## src/rtl/mem_access_ctrl.sv

```systemverilog
// Command-driven initiator for the 8x4 scratch memory: set-up/strobe write sequencing, read data
// returned on a valid/ready response channel. Define MEM_ACCESS_WR_ACK_EN to add a write acknowledge.
module mem_access_ctrl #(
    parameter int ADDR_W = 3,
    parameter int DATA_W = 4
) (
    input  logic              clk,
    input  logic              rst_n,
    input  logic              cmd_valid,
    output logic              cmd_ready,
    input  logic              cmd_wr,
    input  logic [ADDR_W-1:0] cmd_addr,
    input  logic [ADDR_W-1:0] cmd_len,
    input  logic [DATA_W-1:0] cmd_wdata,
    output logic              rsp_valid,
    input  logic              rsp_ready,
    output logic [DATA_W-1:0] rsp_data,
    output logic              rsp_last,
    output logic [ADDR_W-1:0] mem_addr,
    output logic [DATA_W-1:0] mem_wdata,
    output logic              mem_wr,
    input  logic [DATA_W-1:0] mem_rdata,
    output logic              busy
);

    // Handshakes: cmd transfers on a rising edge with cmd_valid & cmd_ready; a response word
    // transfers on a rising edge with rsp_valid & rsp_ready and is held unchanged until then.
    typedef enum logic [2:0] {
        IDLE      = 3'd0,
        WR_SETUP  = 3'd1,
        WR_STROBE = 3'd2,
        RD_ADDR   = 3'd3,
        RD_RESP   = 3'd4
    } state_e;

    state_e            state_q, state_d;
    logic [ADDR_W-1:0] idx_q, idx_d;
    logic [ADDR_W-1:0] start_q, start_d;
    logic [ADDR_W-1:0] len_q, len_d;
    logic [DATA_W-1:0] wdata_q, wdata_d;
    logic              cmd_ready_q, cmd_ready_d;
    logic              rsp_valid_q, rsp_valid_d;
    logic [DATA_W-1:0] rsp_data_q, rsp_data_d;
    logic              rsp_last_q, rsp_last_d;
    logic [ADDR_W-1:0] mem_addr_q, mem_addr_d;
    logic [DATA_W-1:0] mem_wdata_q, mem_wdata_d;
    logic              mem_wr_q, mem_wr_d;
    logic              busy_q, busy_d;
    logic [ADDR_W-1:0] next_idx;

    assign next_idx = idx_q + ADDR_W'(1);

    always_ff @(posedge clk or negedge rst_n) begin
        if (!rst_n) begin
            state_q     <= IDLE;
            idx_q       <= '0;
            start_q     <= '0;
            len_q       <= '0;
            wdata_q     <= '0;
            cmd_ready_q <= 1'b0;
            rsp_valid_q <= 1'b0;
            rsp_data_q  <= '0;
            rsp_last_q  <= 1'b0;
            mem_addr_q  <= '0;
            mem_wdata_q <= '0;
            mem_wr_q    <= 1'b0;
            busy_q      <= 1'b0;
        end else begin
            state_q     <= state_d;
            idx_q       <= idx_d;
            start_q     <= start_d;
            len_q       <= len_d;
            wdata_q     <= wdata_d;
            cmd_ready_q <= cmd_ready_d;
            rsp_valid_q <= rsp_valid_d;
            rsp_data_q  <= rsp_data_d;
            rsp_last_q  <= rsp_last_d;
            mem_addr_q  <= mem_addr_d;
            mem_wdata_q <= mem_wdata_d;
            mem_wr_q    <= mem_wr_d;
            busy_q      <= busy_d;
        end
    end

    always_comb begin
        state_d     = state_q;
        idx_d       = idx_q;
        start_d     = start_q;
        len_d       = len_q;
        wdata_d     = wdata_q;
        cmd_ready_d = cmd_ready_q;
        rsp_valid_d = rsp_valid_q;
        rsp_data_d  = rsp_data_q;
        rsp_last_d  = rsp_last_q;
        mem_addr_d  = mem_addr_q;
        mem_wdata_d = mem_wdata_q;
        mem_wr_d    = mem_wr_q;

        case (state_q)
            IDLE: begin
                cmd_ready_d = 1'b1;
                // Accept uses the registered ready, so nothing is taken on the first edge out of reset.
                if (cmd_valid && cmd_ready_q) begin
                    start_d     = cmd_addr;
                    len_d       = cmd_len;
                    wdata_d     = cmd_wdata;
                    idx_d       = '0;
                    cmd_ready_d = 1'b0;
                    mem_addr_d  = cmd_addr;
                    mem_wr_d    = 1'b0;
                    if (cmd_wr) begin
                        mem_wdata_d = cmd_wdata;
                        state_d     = WR_SETUP;
                    end else begin
                        state_d = RD_ADDR;
                    end
                end
            end
            WR_SETUP: begin
                mem_wr_d = 1'b1;
                state_d  = WR_STROBE;
            end
            WR_STROBE: begin
                mem_wr_d = 1'b0;
                if (idx_q < len_q) begin
                    idx_d       = next_idx;
                    mem_addr_d  = start_q + next_idx;
                    mem_wdata_d = wdata_q + DATA_W'(next_idx);
                    state_d     = WR_SETUP;
                end else begin
`ifdef MEM_ACCESS_WR_ACK_EN
                    // Write acknowledge reuses the read response state; idx == len so it exits to IDLE.
                    rsp_valid_d = 1'b1;
                    rsp_last_d  = 1'b1;
                    rsp_data_d  = '0;
                    state_d     = RD_RESP;
`else
                    cmd_ready_d = 1'b1;
                    state_d     = IDLE;
`endif
                end
            end
            RD_ADDR: begin
                rsp_data_d  = mem_rdata;
                rsp_valid_d = 1'b1;
                rsp_last_d  = (idx_q == len_q);
                state_d     = RD_RESP;
            end
            RD_RESP: begin
                if (rsp_ready) begin
                    rsp_valid_d = 1'b0;
                    rsp_last_d  = 1'b0;
                    if (idx_q < len_q) begin
                        idx_d      = next_idx;
                        mem_addr_d = start_q + next_idx;
                        state_d    = RD_ADDR;
                    end else begin
                        cmd_ready_d = 1'b1;
                        state_d     = IDLE;
                    end
                end
            end
            default: begin
                state_d = IDLE;
            end
        endcase

        busy_d = (state_d != IDLE);
    end

    assign cmd_ready = cmd_ready_q;
    assign rsp_valid = rsp_valid_q;
    assign rsp_data  = rsp_data_q;
    assign rsp_last  = rsp_last_q;
    assign mem_addr  = mem_addr_q;
    assign mem_wdata = mem_wdata_q;
    assign mem_wr    = mem_wr_q;
    assign busy      = busy_q;

endmodule

```

## config.mk

```make
export PLATFORM = sky130hd
export DESIGN_NAME = mem_access_ctrl
export DESIGN_NICKNAME = d
export VERILOG_FILES = /design/src/rtl/mem_access_ctrl.sv
export SDC_FILE = /design/constraint.sdc
export NUM_CORES = 1
export LEC_CHECK = 0
export BUFFER_PORTS_ARGS = -buffer_cell sky130_fd_sc_hd__buf_4
export CORE_MARGIN = 2
export CORE_UTILIZATION = 40
export CTS_CLUSTER_DIAMETER = 30
export CTS_CLUSTER_SIZE = 20
export DETAILED_ROUTE_END_ITERATION = 10
export GPL_TIMING_DRIVEN = 0
export PLACE_DENSITY = 0.71
export REMOVE_ABC_BUFFERS = 1
export SLEW_MARGIN = 20
export SYNTH_ARGS = -nofsm -noshare
export SYNTH_HDL_FRONTEND = slang
export SYNTH_SLANG_ARGS = --single-unit
```

## constraint.sdc

```tcl
create_clock -name clk -period 2.3 [get_ports clk]
set_input_delay 0.23 -clock clk [delete_from_list [all_inputs] [get_ports clk]]
set_output_delay 0.23 -clock clk [all_outputs]
set_load 0.01 [all_outputs]
```

# After elaboration in Yosys (flattened, before gate mapping)
# Index checks and enable logic that the tools add are counted.
[op_classes] reduce_logical=13 n_eq_ne=9 n_addsub=3 mux=27 n_lt_le_gt_ge=1
[ops] operator="$mux 3" n=8
[ops] operator="$pmux 3 s3" n=2
[ops] operator="$pmux 3 s5" n=1
[ops] operator="$mux 4" n=3
[ops] operator="$reduce_bool 3->1" n=3
[ops] operator="$ne 2x2->1 const B" n=4
[ops] operator="$pmux 4 s2" n=1
[ops] operator="$reduce_and 2->1" n=4
[ops] operator="$eq 3x2->1 const B" n=2
[ops] operator="$mux 1" n=6
[ops] operator="$pmux 1 s3" n=2
[ops] operator="$add 4x3->4" n=1
[ops] operator="$mux 2" n=2
[ops] operator="$pmux 1 s2" n=2
[ops] operator="$reduce_and 4->1" n=1
[ops] operator="$reduce_bool 2->1" n=2
[ops] operator="$add 3x1->3 const B" n=1
[ops] operator="$add 3x3->3" n=1
[ops] operator="$eq 3x1->1 const B" n=1
[ops] operator="$eq 3x3->1" n=1
[ops] operator="$eq 3x3->1 const B" n=1
[ops] operator="$logic_not 3->1" n=1
[ops] operator="$lt 3x3->1" n=1
[ops] operator="$reduce_and 3->1" n=1
[ops] operator="$logic_and 1x1->1" n=1
[totals] output_inout_bits=16 ff_bits=32 elab_cells=66 in_bits=19

# Logic depth before layout (Yosys ltp)
# Gate-level depths: netlist of the first run.
[logic_depth] word_depth=5 ltp_mapped=7 mapped_depth_nobuf=7

# Worst setup path after synthesis of the first run
# No wires, ideal clock.
[synth_path] path_type="register to register" start="register idx_q[1]" end="register mem_addr_q[2] (netlist: mem_addr[2])" n_path_buf=0 path_stages_with_launch=7 arrival_time_ns=1.890 setup_ns=0.125 period_less_slack_ns=2.015 slack_ns=0.285 path_cell_list="dfrtp_1 -> ha_1 -> fa_1 -> xnor2_1 -> xnor2_1 -> mux2_2 -> mux2_4"
[synth_via] elab_chain_len=5 elab_cells_between_ends=6 cone_classes="2 x add/sub; 1 x order compare; 3 x mux"
[synth_lines] item="start, declared" line="37" text="logic [ADDR_W-1:0] idx_q, idx_d;"
[synth_lines] item="start signal, assigned" line="70" text="idx_q <= idx_d;"
[synth_lines] item="$add 3x1->3" line="51" text="assign next_idx = idx_q + ADDR_W'(1);"
[synth_lines] item="$add 3x3->3" line="127, 155"
[synth_lines] item="$mux 3 *" line="125, 153"
[synth_lines] item="$mux 3" line="150" text="if (rsp_ready) begin"
[synth_lines] item="$pmux 3 s3 *" line="99" text="case (state_q)"
[synth_lines] item="end signal, assigned" line="78" text="mem_addr_q <= mem_addr_d;"
[synth_lines] item="end, declared" line="45" text="logic [ADDR_W-1:0] mem_addr_q, mem_addr_d;"
# Every way passes the cells marked *; elsewhere a longest branch is shown, timed or not. The select of a mux whose other input is x is not followed.
# A chain may end at the register's enable or synchronous reset.

# Worst setup path after layout of the first run
# Same ends and word-level chain as after synthesis.

==> insert_results.sql, run 1 <==
INSERT INTO impl_metrics (metric_group, metric, value, unit) VALUES
('power_and_ir_drop', 'switching_share', '35.5', '%'),
('clocking', 'clockRootBuffer', 'sky130_fd_sc_hd__clkbuf_8', ''),
('synthesis', 'ys_dominant_reg_cell', 'sky130_fd_sc_hd__dfrtp_1', ''),
('route', 'vias_per_cell', '5.29', ''),
('placed_design', 'global_placement_routability_congestion', '0.783', ''),
('synthesis', 'synth-async-reset-ratio', '100', '%'),
('critical_path', 'r2r_cells', '6', ''),
('critical_path', 'arrival', '2310', 'ps'),
('critical_path', 'cp_max_fo', '4', ''),
('global_routing', 'groute.usage.overall', '15.5', '%'),
('synthesis', 'post-synth-top-area-fraction', '46.6', '%'),
('sta', 'worst_slack', '157', 'ps'),
('sta', 'setup_viol_count_final', '0', ''),
('sta', 'fin_tns_setup', '0', 'ps'),
('worst_hold_path', 'min_path_cells', '2', ''),
('clocking', 'tritoncts.num_buffers', '5', ''),
('clocking', 'htree_num_levels', '2', ''),
('synthesis', 'synthCells', '141', ''),
('sta', 'rsz0062_at_grt', 'no', ''),
('power_and_ir_drop', 'worst_ir_drop_vdd', '0.714', 'mV'),
('sta', 'fin_worst_skew', '8.06', 'ps'),
('worst_hold_path', 'worst_hold_path.endpoint', 'len_q[1]$_DFFE_PN0P_', ''),
('critical_path', 'timing.critical_path.cells', 'ha_1, fa_1, xnor2_1, xnor2_1, mux2_2, mux2_4', ''),
('floorplan', 'core_region_area', '4060', 'sq um'),
('global_routing', 'global_route_wire_length_before_repair', '5930', 'um'),
('power_and_ir_drop', 'total_leakage_power', '0.985', 'nW'),
('floorplan', 'initial_utilization', '42.3', '%'),
('route', 'drt_first_iter_violations', '71', ''),
('route', 'wire_per_inst', '14.9', 'um'),
('floorplan', 'fp_rows', '23', ''),
('global_routing', 'grt_start_max_net_pins', '33', ''),
('cells_and_area', 'flow.area_growth_from_synthesis', '25.7', '%'),
('power_and_ir_drop', 'power.internal', '2.16', 'mW'),
('critical_path', 'path_common_cell', 'sky130_fd_sc_hd__xnor2_1', ''),
('cells_and_area', 'fill_cells', '348', ''),
('critical_path', 'timing.critical_path.to_type', 'flip-flop', ''),
('global_routing', 'grt_remaining_overflow', '0', ''),
('clocking', 'tritoncts', 'done', ''),
('route', 'drt_drc_violations_left', '0', ''),
('synthesis', 'synth_edf_count', '0', ''),
('cells_and_area', 'mostFrequentLayoutCells', 'sky130_fd_sc_hd__buf_4, sky130_fd_sc_hd__dfrtp_1, sky130_fd_sc_hd__mux2_2', ''),
('placed_design', 'dp_hpwl', '2560', 'um'),
('route', 'drt-pass1-iter-count', '4', ''),
('sta', 'hold_ws', '173', 'ps'),
('route', 'detail_route.wirelength', '3420', 'um'),
('floorplan', 'die_area', '4830', 'sq um'),
('global_routing', 'grt_pass1_vias', '1327', ''),
('critical_path', 'setup.worst_path.class', 'flip-flop to flip-flop', ''),
('route', 'dr_total_vias', '1217', ''),
('clocking', 'postCtsSetupBuffers', '0', ''),
('run', 'timing.max_cap.violations', '0', ''),
('clocking', 'number_of_buffers_on_the_longest_clock_path', '2', ''),
('status', 'run_status', 'finished, final reports clean', ''),
('sta', 'tightestPinTransition', '552', 'ps'),
('placed_design', 'port_buffers', '34', ''),
('cells_and_area', 'post_route_cells_drive_above_1_share', '39.4', '%'),
('critical_path', 'cp_slowest_cell', 'sky130_fd_sc_hd__fa_1', ''),
('clocking', 'cts.clk_slew.worst_paths', '70', 'ps'),
('sta', 'final.min_clock_period', '2140', 'ps'),
('sta', 'drv_slew', '0', ''),
('synthesis', 'yosysUniqueCellTypes', '39', ''),
('synthesis', 'synth-seq-cells', '32', ''),
('power_and_ir_drop', 'power.net_switching', '1.19', 'mW'),
('critical_path', 'required', '2460', 'ps'),
('sta', 'final_min_period_over_clock_period', '93.2', '%'),
('cells_and_area', 'design_area', '2160', 'sq um'),
('power_and_ir_drop', 'clock_power_share', '17.4', '%'),
('synthesis', 'avg_cell_area_syn', '12.2', 'sq um'),
('power_and_ir_drop', 'power_density', '1550', 'nW/um^2'),
('critical_path', 'timing.critical_path.slowest_cell_delay', '440', 'ps'),
('cells_and_area', 'num_antenna_cells', '0', '');
power groups by stage:
stage | clock (mW) | combinational, mW | sequential [mW]
2_1_floorplan | 0 | 1.13 | 1.11
6_report | 0.584 | 1.68 | 1.09
3_3_place_gp | 0 | 1.63 | 1.08
3_5_place_dp | 0 | 1.68 | 1.10
4_1_cts | 0.597 | 1.70 | 1.09
5_1_grt | 0.631 | 1.85 | 1.13
critical path, delay by kind of cell, from the launching register on:
kind	cells	cell delay [ps]
xor+xnor	2	270
fa+ha+maj	2	820
flops	1	410
mux	2	520
stage by stage:
stage | total power [mW] | instances
after floorplan | 2.24 | 137
after global placement | 2.70 | 221
after detailed placement | 2.77 | 221
after CTS | 3.38 | 230
after global routing | 3.61 | 230
final | 3.35 | 230
what timing repair did:
item                                    in CTS  in global routing
hold buffers                                 1                  0
endpoints found under the setup margin       0                  6
hold endpoints to repair                    32                  0
gates resized for setup                      0                  1
Yosys cell counts, types with 2 or more instances:
cell type and n:
sky130_fd_sc_hd__clkbuf_1 2, sky130_fd_sc_hd__mux2_4 3, sky130_fd_sc_hd__or3_1 4, sky130_fd_sc_hd__buf_2 2
sky130_fd_sc_hd__nand2_1 4, sky130_fd_sc_hd__nand2b_1 6, sky130_fd_sc_hd__nor3_1 2, sky130_fd_sc_hd__inv_1 6
sky130_fd_sc_hd__nor2_1 3, sky130_fd_sc_hd__o31ai_1 2, sky130_fd_sc_hd__dfrtp_1 32, sky130_fd_sc_hd__mux2i_1 2
sky130_fd_sc_hd__a31oi_1 2, sky130_fd_sc_hd__nor2b_1 4, sky130_fd_sc_hd__ha_1 8, sky130_fd_sc_hd__o21ai_0 3
sky130_fd_sc_hd__mux2_2 22, sky130_fd_sc_hd__and3b_1 2, sky130_fd_sc_hd__xnor2_1 3, sky130_fd_sc_hd__a21oi_1 9
sky130_fd_sc_hd__fa_1 2
state kept, by name, summed over array words and instances (netlist names), 3 cells and up:
| signal | flops |
|---|---|
| wdata_q | 4 |
| len_q | 3 |
| idx_q | 3 |
| rsp_data | 4 |
| mem_addr | 3 |
| state_q | 3 |
| start_q | 3 |
| mem_wdata | 4 |
routing by layer:
| layer | share of wire (%) | global-route usage, % | up-vias | wire length [um] |
|---|---|---|---|---|
| met3 | 4.7 | 3.92 | 9 | 162 |
| met2 | 50 | 25.9 | 32 | 1720 |
| met1 | 42 | 18.4 | 589 | 1450 |
| met4 | 2.5 | 8.06 | 0 | 84 |
| li1 | - | - | 587 | - |
| met5 | 0 | 0 | - | 0 |
worst max path at each step:
stage	start	to	slack, ps
floorplan	idx_q[1]$_DFFE_PN0P_	mem_addr[2]$_DFFE_PN0P_	280
global placement	idx_q[2]$_DFFE_PN0P_	mem_addr[2]$_DFFE_PN0P_	80
detailed placement	idx_q[2]$_DFFE_PN0P_	mem_addr[0]$_DFFE_PN0P_	40
CTS	idx_q[2]$_DFFE_PN0P_	mem_addr[0]$_DFFE_PN0P_	10
global route	idx_q[2]$_DFFE_PN0P_	mem_addr[0]$_DFFE_PN0P_	60
finish	idx_q[1]$_DFFE_PN0P_	mem_addr[2]$_DFFE_PN0P_	160
kinds of logic (layout without fill, tap and decap cells):
family / after synthesis / in the layout / synth area share (%)
simple gates: 32 / 32 / 11.3
fa+ha+maj: 10 / 10 / 8.16
xor+xnor: 4 / 4 / 2.04
flops: 32 / 32 / 46.6
mux: 27 / 27 / 18.2
compound gates: 26 / 26 / 11.3
buf+inv: 10 / 49 / 2.33
cell type report:
cell class	count	area [sq um]	share of cell area [%]
multi-input cells	99	880	40.8
repair buffers	35	265	12.3
clock buffers	7	96.3	4.47
inverters	6	22.5	1.04
clock inverters	1	30.0	1.39
flip-flops and latches	32	801	37.1
well taps	50	62.6	2.90
Note: power is estimated with default switching activity, not from simulation.
==> inputs of run 2 (changes only) <==
REMOVE_ABC_BUFFERS = unset   (was 1)
SETUP_SLACK_MARGIN = 0.3   (was unset)
==> run 2 against run 1 <==
  * Critical path depth up 1
  * Setup slack better by 61 ps
  * Clock-buffer cell count unchanged
  * Combinational power up 29%
  * Final area up 6.9%
  * Die area unchanged
  * Sequential power down 4%
  * Register-to-register slack better by 60 ps
==> insert_results.sql, run 2 (same netlist as run 1, synthesis figures left out) <==
INSERT INTO impl_metrics (metric_group, metric, value, unit) VALUES
('route', 'wire_per_inst', '16.8', 'um'),
('worst_hold_path', 'min_path_cells', '2', ''),
('floorplan', 'die_area', '4830', 'sq um'),
('cells_and_area', 'final_core_utilization', '56.8', '%'),
('placed_design', 'placed_cells', '225', ''),
('floorplan', 'count_of_boundary_i_o_pins', '35', ''),
('power_and_ir_drop', 'worst_ir_drop_vdd', '0.718', 'mV'),
('sta', 'tightestPinTransition', '510', 'ps'),
('route', 'drt-pass1-iter-count', '4', ''),
('route', 'detail_route.wirelength', '4010', 'um'),
('critical_path', 'timing.critical_path.to_type', 'flip-flop', ''),
('sta', 'rsz0062_at_grt', 'yes', ''),
('run', 'timing.max_cap.violations', '0', ''),
('clocking', 'tritoncts', 'done', ''),
('sta', 'hold_ws', '172', 'ps'),
('global_routing', 'grt_pass1_vias', '1424', ''),
('critical_path', 'cp_slowest_cell', 'sky130_fd_sc_hd__dfrtp_1', ''),
('worst_hold_path', 'worst_min_delay_path_class', 'input port to flip-flop', ''),
('clocking', 'tritoncts.num_buffers', '5', ''),
('cells_and_area', 'mostFrequentLayoutCells', 'sky130_fd_sc_hd__buf_4, sky130_fd_sc_hd__dfrtp_1, sky130_fd_sc_hd__mux2_2', ''),
('cells_and_area', 'flow.area_growth_from_synthesis', '34.3', '%'),
('critical_path', 'timing.critical_path.slowest_cell_delay', '400', 'ps'),
('clocking', 'cts_sinks', '32', ''),
('critical_path', 'cp_num_buf_inv', '1', ''),
('clocking', 'cts.clk_slew.worst_paths', '70', 'ps'),
('critical_path', 'arrival', '2250', 'ps'),
('route', 'drt_drc_violations_left', '0', ''),
('status', 'run_status', 'finished, final reports clean', ''),
('floorplan', 'die-width', '69.5', 'um'),
('route', 'vias_per_cell', '5.41', ''),
('critical_path', 'worstSetupStartpointType', 'flip-flop', ''),
('power_and_ir_drop', 'total_leakage_power', '1.04', 'nW'),
('critical_path', 'setup.worst_path.class', 'flip-flop to flip-flop', ''),
('global_routing', 'antenna_violations_before_repair', '0', ''),
('route', 'dr_total_vias', '1292', ''),
('critical_path', 'cp.depth', '7', ''),
('floorplan', 'fp_rows', '23', ''),
('sta', 'final_min_period_over_clock_period', '90.5', '%'),
('sta', 'fin_worst_skew', '7.94', 'ps'),
('clocking', 'number_of_buffers_on_the_longest_clock_path', '2', ''),
('critical_path', 'required', '2470', 'ps'),
('clocking', 'clockRootBuffer', 'sky130_fd_sc_hd__clkbuf_8', ''),
('sta', 'fin_tns_setup', '0', 'ps'),
('critical_path', 'path_common_cell', 'sky130_fd_sc_hd__mux2_4', ''),
('placed_design', 'global_placement_routability_congestion', '0.823', ''),
('global_routing', 'grt_remaining_overflow', '0', ''),
('cells_and_area', 'leading_cell_type_in_the_layout_fill_and_taps_excluded', 'sky130_fd_sc_hd__buf_4', ''),
('critical_path', 'timing.critical_path.cells', 'buf_6, ha_4, fa_2, xnor2_2, xnor2_1, mux2_4, mux2_4', ''),
('sta', 'worst_slack', '218', 'ps'),
('sta', 'rel_slew_slack', '66.0', '%'),
('placed_design', 'dp_hpwl', '2870', 'um'),
('critical_path', 'critical-path-top-delay-family', 'adder cells', ''),
('sta', 'final.min_clock_period', '2080', 'ps'),
('cells_and_area', 'final_cells', '239', ''),
('critical_path', 'cp_max_fo', '3', ''),
('cells_and_area', 'design.final.nets', '218', ''),
('global_routing', 'global_route_wire_length_before_repair', '6550', 'um'),
('sta', 'setup_viol_count_final', '0', ''),
('clocking', 'clk_latency', '290', 'ps'),
('route', 'final_antenna_net_count', '0', ''),
('floorplan', 'core_region_area', '4060', 'sq um'),
('placed_design', 'dp_worst_setup_slack', '136', 'ps'),
('sta', 'final-hold-violation-count', '0', ''),
('power_and_ir_drop', 'power_density', '1600', 'nW/um^2'),
('clocking', 'htree_num_levels', '2', ''),
('placed_design', 'port_buffers', '34', ''),
('floorplan', 'fp.dieH', '69.5', 'um'),
('cells_and_area', 'num_antenna_cells', '0', ''),
('sta', 'drv_slew', '0', ''),
('synthesis', 'number_of_nets_produced_by_synthesis', '170', ''),
('route', 'drt_first_iter_violations', '65', ''),
('global_routing', 'groute.usage.overall', '17.1', '%'),
('floorplan', 'initial_utilization', '42.3', '%'),
('cells_and_area', 'post_route_cells_drive_above_1_share', '49.7', '%'),
('sta', 'fmax', '480', 'MHz'),
('critical_path', 'r2r_cells', '7', ''),
('global_routing', 'grt_start_max_net_pins', '33', ''),
('cells_and_area', 'fill_cells', '333', '');
run 2: cell count changes in the layout (fill, tap and decap cells not counted), moves of 2 or more:
cell                       before  now
sky130_fd_sc_hd__xnor2_1        3    1
sky130_fd_sc_hd__fa_2           0    2
sky130_fd_sc_hd__xnor2_2        0    2
sky130_fd_sc_hd__buf_4         34   37
sky130_fd_sc_hd__fa_1           2    0
sky130_fd_sc_hd__buf_6          0    3
sky130_fd_sc_hd__buf_2          0    2
sky130_fd_sc_hd__mux2_4         3    5
sky130_fd_sc_hd__clkbuf_1       0    2
sky130_fd_sc_hd__ha_1           8    4
sky130_fd_sc_hd__ha_4           0    3
sky130_fd_sc_hd__mux2_2        22   20
run 2: path summary, 6_finish.rpt:
check	from	end	slack [ps]
setup / recovery	idx_q[1]$_DFFE_PN0P_	mem_addr[2]$_DFFE_PN0P_	220
hold / removal	mem_rdata[2]	rsp_data[2]$_DFFE_PN0P_	170
setup reg to reg	idx_q[1]$_DFFE_PN0P_	mem_addr[2]$_DFFE_PN0P_	220
hold reg to reg	rsp_data[0]$_DFFE_PN0P_	rsp_data[0]$_DFFE_PN0P_	510
max in group asynchronous	rst_n	idx_q[2]$_DFFE_PN0P_	1570
min in group asynchronous	rst_n	state_q[2]$_DFF_PN0_	420
run 2: per-layer routing:
| metal | part of all wire (%) | up-vias | global-route usage (%) |
|---|---|---|---|
| li1 | - | 609 | - |
| met1 | 41 | 650 | 19.9 |
| met2 | 53 | 27 | 30.9 |
| met3 | 3.8 | 6 | 4.36 |
| met4 | 1.5 | 0 | 4.58 |
| met5 | 0 | - | 0 |
run 2: final cells by class:
cell class | instances | area (sq um) | share of cell area (%)
Timing Repair Buffer | 41 | 322 | 13.9
Buffer | 4 | 17.5 | 0.760
Tap cell | 50 | 62.6 | 2.71
Inverter | 6 | 22.5 | 0.977
Clock buffer | 7 | 96.3 | 4.18
Sequential cell | 32 | 802 | 34.8
Multi-Input combinational cell | 99 | 983 | 42.6
run 2: power breakdown:
part	total (mW)	internal (mW)	switching, mW
clock	0.470	0.266	0.203
combinational	2.16	1.19	0.978
sequential	1.05	0.849	0.203
total	3.69	2.30	1.38
run 2: repair_timing:
item                                    4_1_cts  5_1_grt
resized for setup                             8       13
setup buffers                                 4        2
pin swaps                                     5        6
endpoints found under the setup margin        9       10
endpoints found under the hold margin        32        0
hold buffers                                  1        0
run 2: worst register-to-register path, stage by stage, from the launching register on:
cell                      delay [ps]
sky130_fd_sc_hd__dfrtp_1         400
sky130_fd_sc_hd__buf_6           140
sky130_fd_sc_hd__ha_4            250
sky130_fd_sc_hd__fa_2            360
sky130_fd_sc_hd__xnor2_2         150
sky130_fd_sc_hd__xnor2_1         140
sky130_fd_sc_hd__mux2_4          270
sky130_fd_sc_hd__mux2_4          260
run 2: per-stage QoR:
| stage | total power [mW] | cell area, sq um |
|---|---|---|
| finish | 3.69 | 2310 |
| global route | 3.94 | 2310 |
| CTS | 3.51 | 2230 |
| detailed placement | 2.87 | 2050 |
| global placement | 2.76 | 2050 |
| floorplan | 2.29 | 1730 |
==> inputs of run 3 (changes only) <==
ABC_AREA = 1   (was unset)
BUFFER_PORTS_ARGS = unset   (was -buffer_cell sky130_fd_sc_hd__buf_4)
CORE_MARGIN = unset   (was 2)
DONT_BUFFER_PORTS = 1   (was unset)
PLACE_DENSITY = 0.64   (was 0.71)
==> run 3 against run 2 <==
  * Die area is 3.9% lower
  * Register-to-register slack better by 230 ps
  * Final cell count is 7.9% higher
  * Critical endpoint is now mem_wdata[1]$_DFFE_PN0P_
==> insert_results.sql, run 3 <==
INSERT INTO impl_metrics (metric_group, metric, value, unit) VALUES
('global_routing', 'groute.usage.overall', '16.8', '%'),
('sta', 'tightestPinTransition', '302', 'ps'),
('critical_path', 'timing.critical_path.to_type', 'flip-flop', ''),
('run', 'timing.max_cap.violations', '0', ''),
('global_routing', 'grt_start_max_net_pins', '33', ''),
('sta', 'rel_slew_slack', '79.8', '%'),
('power_and_ir_drop', 'worst_ir_drop_vdd', '0.709', 'mV'),
('sta', 'hold_ws', '51.4', 'ps'),
('sta', 'fin_worst_skew', '5.02', 'ps'),
('critical_path', 'worstSetupStartpointType', 'flip-flop', ''),
('critical_path', 'timing.critical_path.cells', 'ha_2, fa_1, or2_2, o21ai_0, o21ai_1', ''),
('synthesis', 'ys_top_cells_by_count', 'sky130_fd_sc_hd__nand2_1, sky130_fd_sc_hd__dfrtp_1, sky130_fd_sc_hd__inv_1, sky130_fd_sc_hd__nand3_1, sky130_fd_sc_hd__nor2_1', ''),
('synthesis', 'post-synth-top-count-cell', 'sky130_fd_sc_hd__nand2_1', ''),
('global_routing', 'grt_pass1_vias', '1265', ''),
('power_and_ir_drop', 'power_density', '1580', 'nW/um^2'),
('route', 'vias_per_cell', '4.96', ''),
('floorplan', 'die-width', '68.2', 'um'),
('power_and_ir_drop', 'total_leakage_power', '1.00', 'nW'),
('sta', 'fin_tns_setup', '0', 'ps'),
('critical_path', 'worst_r2r_endpoint', 'mem_wdata[1]$_DFFE_PN0P_', ''),
('critical_path', 'required', '2470', 'ps'),
('placed_design', 'dp_worst_setup_slack', '371', 'ps'),
('floorplan', 'fp_rows', '23', ''),
('critical_path', 'r2r_cells', '5', ''),
('synthesis', 'post-synth-top-area-fraction', '45.7', '%'),
('clocking', 'clk_latency', '290', 'ps'),
('power_and_ir_drop', 'sum_of_internal_switching_and_leakage_power', '3.07', 'mW'),
('status', 'run_status', 'finished, final reports clean', ''),
('global_routing', 'global_route_wire_length_before_repair', '5590', 'um'),
('clocking', 'clockRootBuffer', 'sky130_fd_sc_hd__clkbuf_8', ''),
('critical_path', 'reg2reg_from', 'idx_q[0]$_DFFE_PN0P_', ''),
('synthesis', 'avg_cell_area_syn', '8.84', 'sq um'),
('floorplan', 'count_of_boundary_i_o_pins', '35', ''),
('global_routing', 'grt_remaining_overflow', '0', ''),
('cells_and_area', 'fill_cells', '396', ''),
('critical_path', 'timing.critical_path.slowest_cell_delay', '420', 'ps'),
('sta', 'fmax', '539', 'MHz'),
('synthesis', 'number_of_nets_produced_by_synthesis', '227', ''),
('cells_and_area', 'num_antenna_cells', '0', ''),
('synthesis', 'ys_dominant_reg_cell', 'sky130_fd_sc_hd__dfrtp_1', ''),
('route', 'detail_route.wirelength', '3330', 'um'),
('cells_and_area', 'leading_cell_type_in_the_layout_fill_and_taps_excluded', 'sky130_fd_sc_hd__nand2_1', ''),
('cells_and_area', 'mostFrequentLayoutCells', 'sky130_fd_sc_hd__nand2_1, sky130_fd_sc_hd__dfrtp_1, sky130_fd_sc_hd__inv_1, sky130_fd_sc_hd__nand3_1, sky130_fd_sc_hd__nor2_1', ''),
('clocking', 'number_of_buffers_on_the_longest_clock_path', '2', ''),
('sta', 'worst_slack', '445', 'ps'),
('route', 'drt_drc_violations_left', '0', ''),
('global_routing', 'antenna_violations_before_repair', '0', ''),
('placed_design', 'dp_hpwl', '2490', 'um'),
('sta', 'drv_slew', '0', ''),
('synthesis', 'netlist_top_cells_area', 'sky130_fd_sc_hd__dfrtp_1, sky130_fd_sc_hd__nand2_1, sky130_fd_sc_hd__ha_1', ''),
('sta', 'setup_viol_count_final', '0', ''),
('floorplan', 'core_region_area', '4090', 'sq um'),
('placed_design', 'port_buffers', '0', ''),
('synthesis', 'synthCells', '198', ''),
('route', 'wire_per_inst', '12.9', 'um'),
('cells_and_area', 'flow.area_growth_from_synthesis', '10.7', '%'),
('floorplan', 'initial_utilization', '42.8', '%'),
('critical_path', 'startpoint', 'idx_q[0]$_DFFE_PN0P_', ''),
('synthesis', 'synth_edf_count', '0', ''),
('floorplan', 'die_area', '4640', 'sq um'),
('sta', 'final-hold-violation-count', '0', ''),
('route', 'drt_first_iter_violations', '49', ''),
('critical_path', 'setup.worst_path.class', 'flip-flop to flip-flop', ''),
('clocking', 'cts.clk_slew.worst_paths', '70', 'ps'),
('cells_and_area', 'post_route_cells_drive_above_1_share', '18.8', '%'),
('clocking', 'tritoncts.num_buffers', '5', ''),
('synthesis', 'mappedNetlistArea', '1750', 'sq um'),
('floorplan', 'fp.dieH', '68.2', 'um'),
('route', 'drt-pass1-iter-count', '4', ''),
('critical_path', 'cp_slowest_cell', 'sky130_fd_sc_hd__dfrtp_1', ''),
('critical_path', 'cp_max_fo', '4', ''),
('synthesis', 'synth-seq-cells', '32', ''),
('route', 'dr_total_vias', '1279', ''),
('synthesis', 'yosys_warnings', '0', ''),
('route', 'final_antenna_net_count', '0', ''),
('critical_path', 'arrival', '2030', 'ps'),
('sta', 'final.min_clock_period', '1850', 'ps'),
('sta', 'final_min_period_over_clock_period', '80.6', '%'),
('critical_path', 'timing.reg2reg.setup_slack', '450', 'ps'),
('clocking', 'htree_num_levels', '2', ''),
('clocking', 'cts_sinks', '32', ''),
('clocking', 'tritoncts', 'done', ''),
('synthesis', 'yosysUniqueCellTypes', '27', ''),
('cells_and_area', 'design.final.nets', '236', ''),
('worst_hold_path', 'worst_min_delay_path_class', 'input port to flip-flop', ''),
('clocking', 'postCtsSetupBuffers', '0', ''),
('synthesis', 'post-synth-top-area-cell', 'sky130_fd_sc_hd__dfrtp_1', ''),
('sta', 'rsz0062_at_grt', 'no', ''),
('placed_design', 'global_placement_routability_congestion', '0.762', ''),
('synthesis', 'ys_seq_area_share', '45.7', '%'),
('synthesis', 'synth-async-reset-ratio', '100', '%'),
('critical_path', 'crit_end', 'mem_wdata[1]$_DFFE_PN0P_', ''),
('cells_and_area', 'final_core_utilization', '47.4', '%');
==> run 3: cell count changes after synthesis, sizes merged, moves of 6 or more <==
cell    delta
inv       +14
o21ai     +11
nand3     +16
nor2      +10
mux2      -21
nand2     +69
nand2b     -6
==> run 3: kinds of logic (layout without fill, tap and decap cells) <==
family                   count (synthesis)  in the layout  synth area share (%)
multiplexers                             4              4                  2.57
XOR/XNOR                                 2              2                  1.00
AO/OA/AOI/OAI                           21             21                  7.22
adder cells (fa/ha/maj)                 10             10                  8.01
AND/OR/NAND/NOR                        107            107                  29.7
buffers and inverters                   22             32                  5.72
flip-flops                              32             32                  45.7
==> run 3: cell type report <==
cell class | count | area (sq um) | share of cell area [%]
flip-flops and latches | 32 | 801 | 41.3
plain buffers | 2 | 22.5 | 1.16
repair buffers | 2 | 30.0 | 1.55
multi-input cells | 144 | 855 | 44.1
clock buffers | 8 | 90.1 | 4.65
well taps | 50 | 62.6 | 3.23
inverters | 20 | 77.6 | 4.00
==> run 3: layer usage <==
layer  global-route usage, %  vias to the layer above  wire, um
met5                       0                        -         0
met4                    7.55                        0        68
met3                    5.67                        8       242
met2                    25.9                       36      1460
met1                    21.1                      583      1560
li1                        -                      652         -
==> run 3: worst min-delay path by stage <==
| stage | endpoint | depth (start not counted) | from |
|---|---|---|---|
| 6_report | len_q[0]$_DFFE_PN0P_ | 2 | cmd_len[0] |
| 2_1_floorplan | busy$_DFF_PN0_ | 0 | rst_n |
| 3_3_place_gp | wdata_q[1]$_DFFE_PN0P_ | 0 | rst_n |
| 5_1_grt | wdata_q[1]$_DFFE_PN0P_ | 2 | cmd_wdata[1] |
| 4_1_cts | len_q[0]$_DFFE_PN0P_ | 2 | cmd_len[0] |
| 3_5_place_dp | wdata_q[1]$_DFFE_PN0P_ | 0 | rst_n |
==> run 3: report_power, final <==
part | internal [mW] | switching, mW
clock network | 0.244 | 0.203
logic | 0.612 | 0.918
registers | 0.836 | 0.256
==> run 3: what timing repair did <==
| action | in CTS | in global routing |
|---|---|---|
| resized for setup | 0 | 2 |
| endpoints found under the setup margin | 0 | 2 |
| hold endpoints to repair | 32 | 0 |
| hold buffers | 2 | 0 |
==> run 3: worst max-delay path: cells and delay by family (launching register included) <==
family	cells	cell delay, ps
flops	1	420
compound gates	2	190
fa+ha+maj	2	840
simple gates	1	290
==> run 3: metrics by stage <==
step	area, sq um	cells
5_1_grt	1940	258
2_1_floorplan	1750	198
4_1_cts	1930	258
3_3_place_gp	1810	248
6_report	1940	258
3_5_place_dp	1810	248
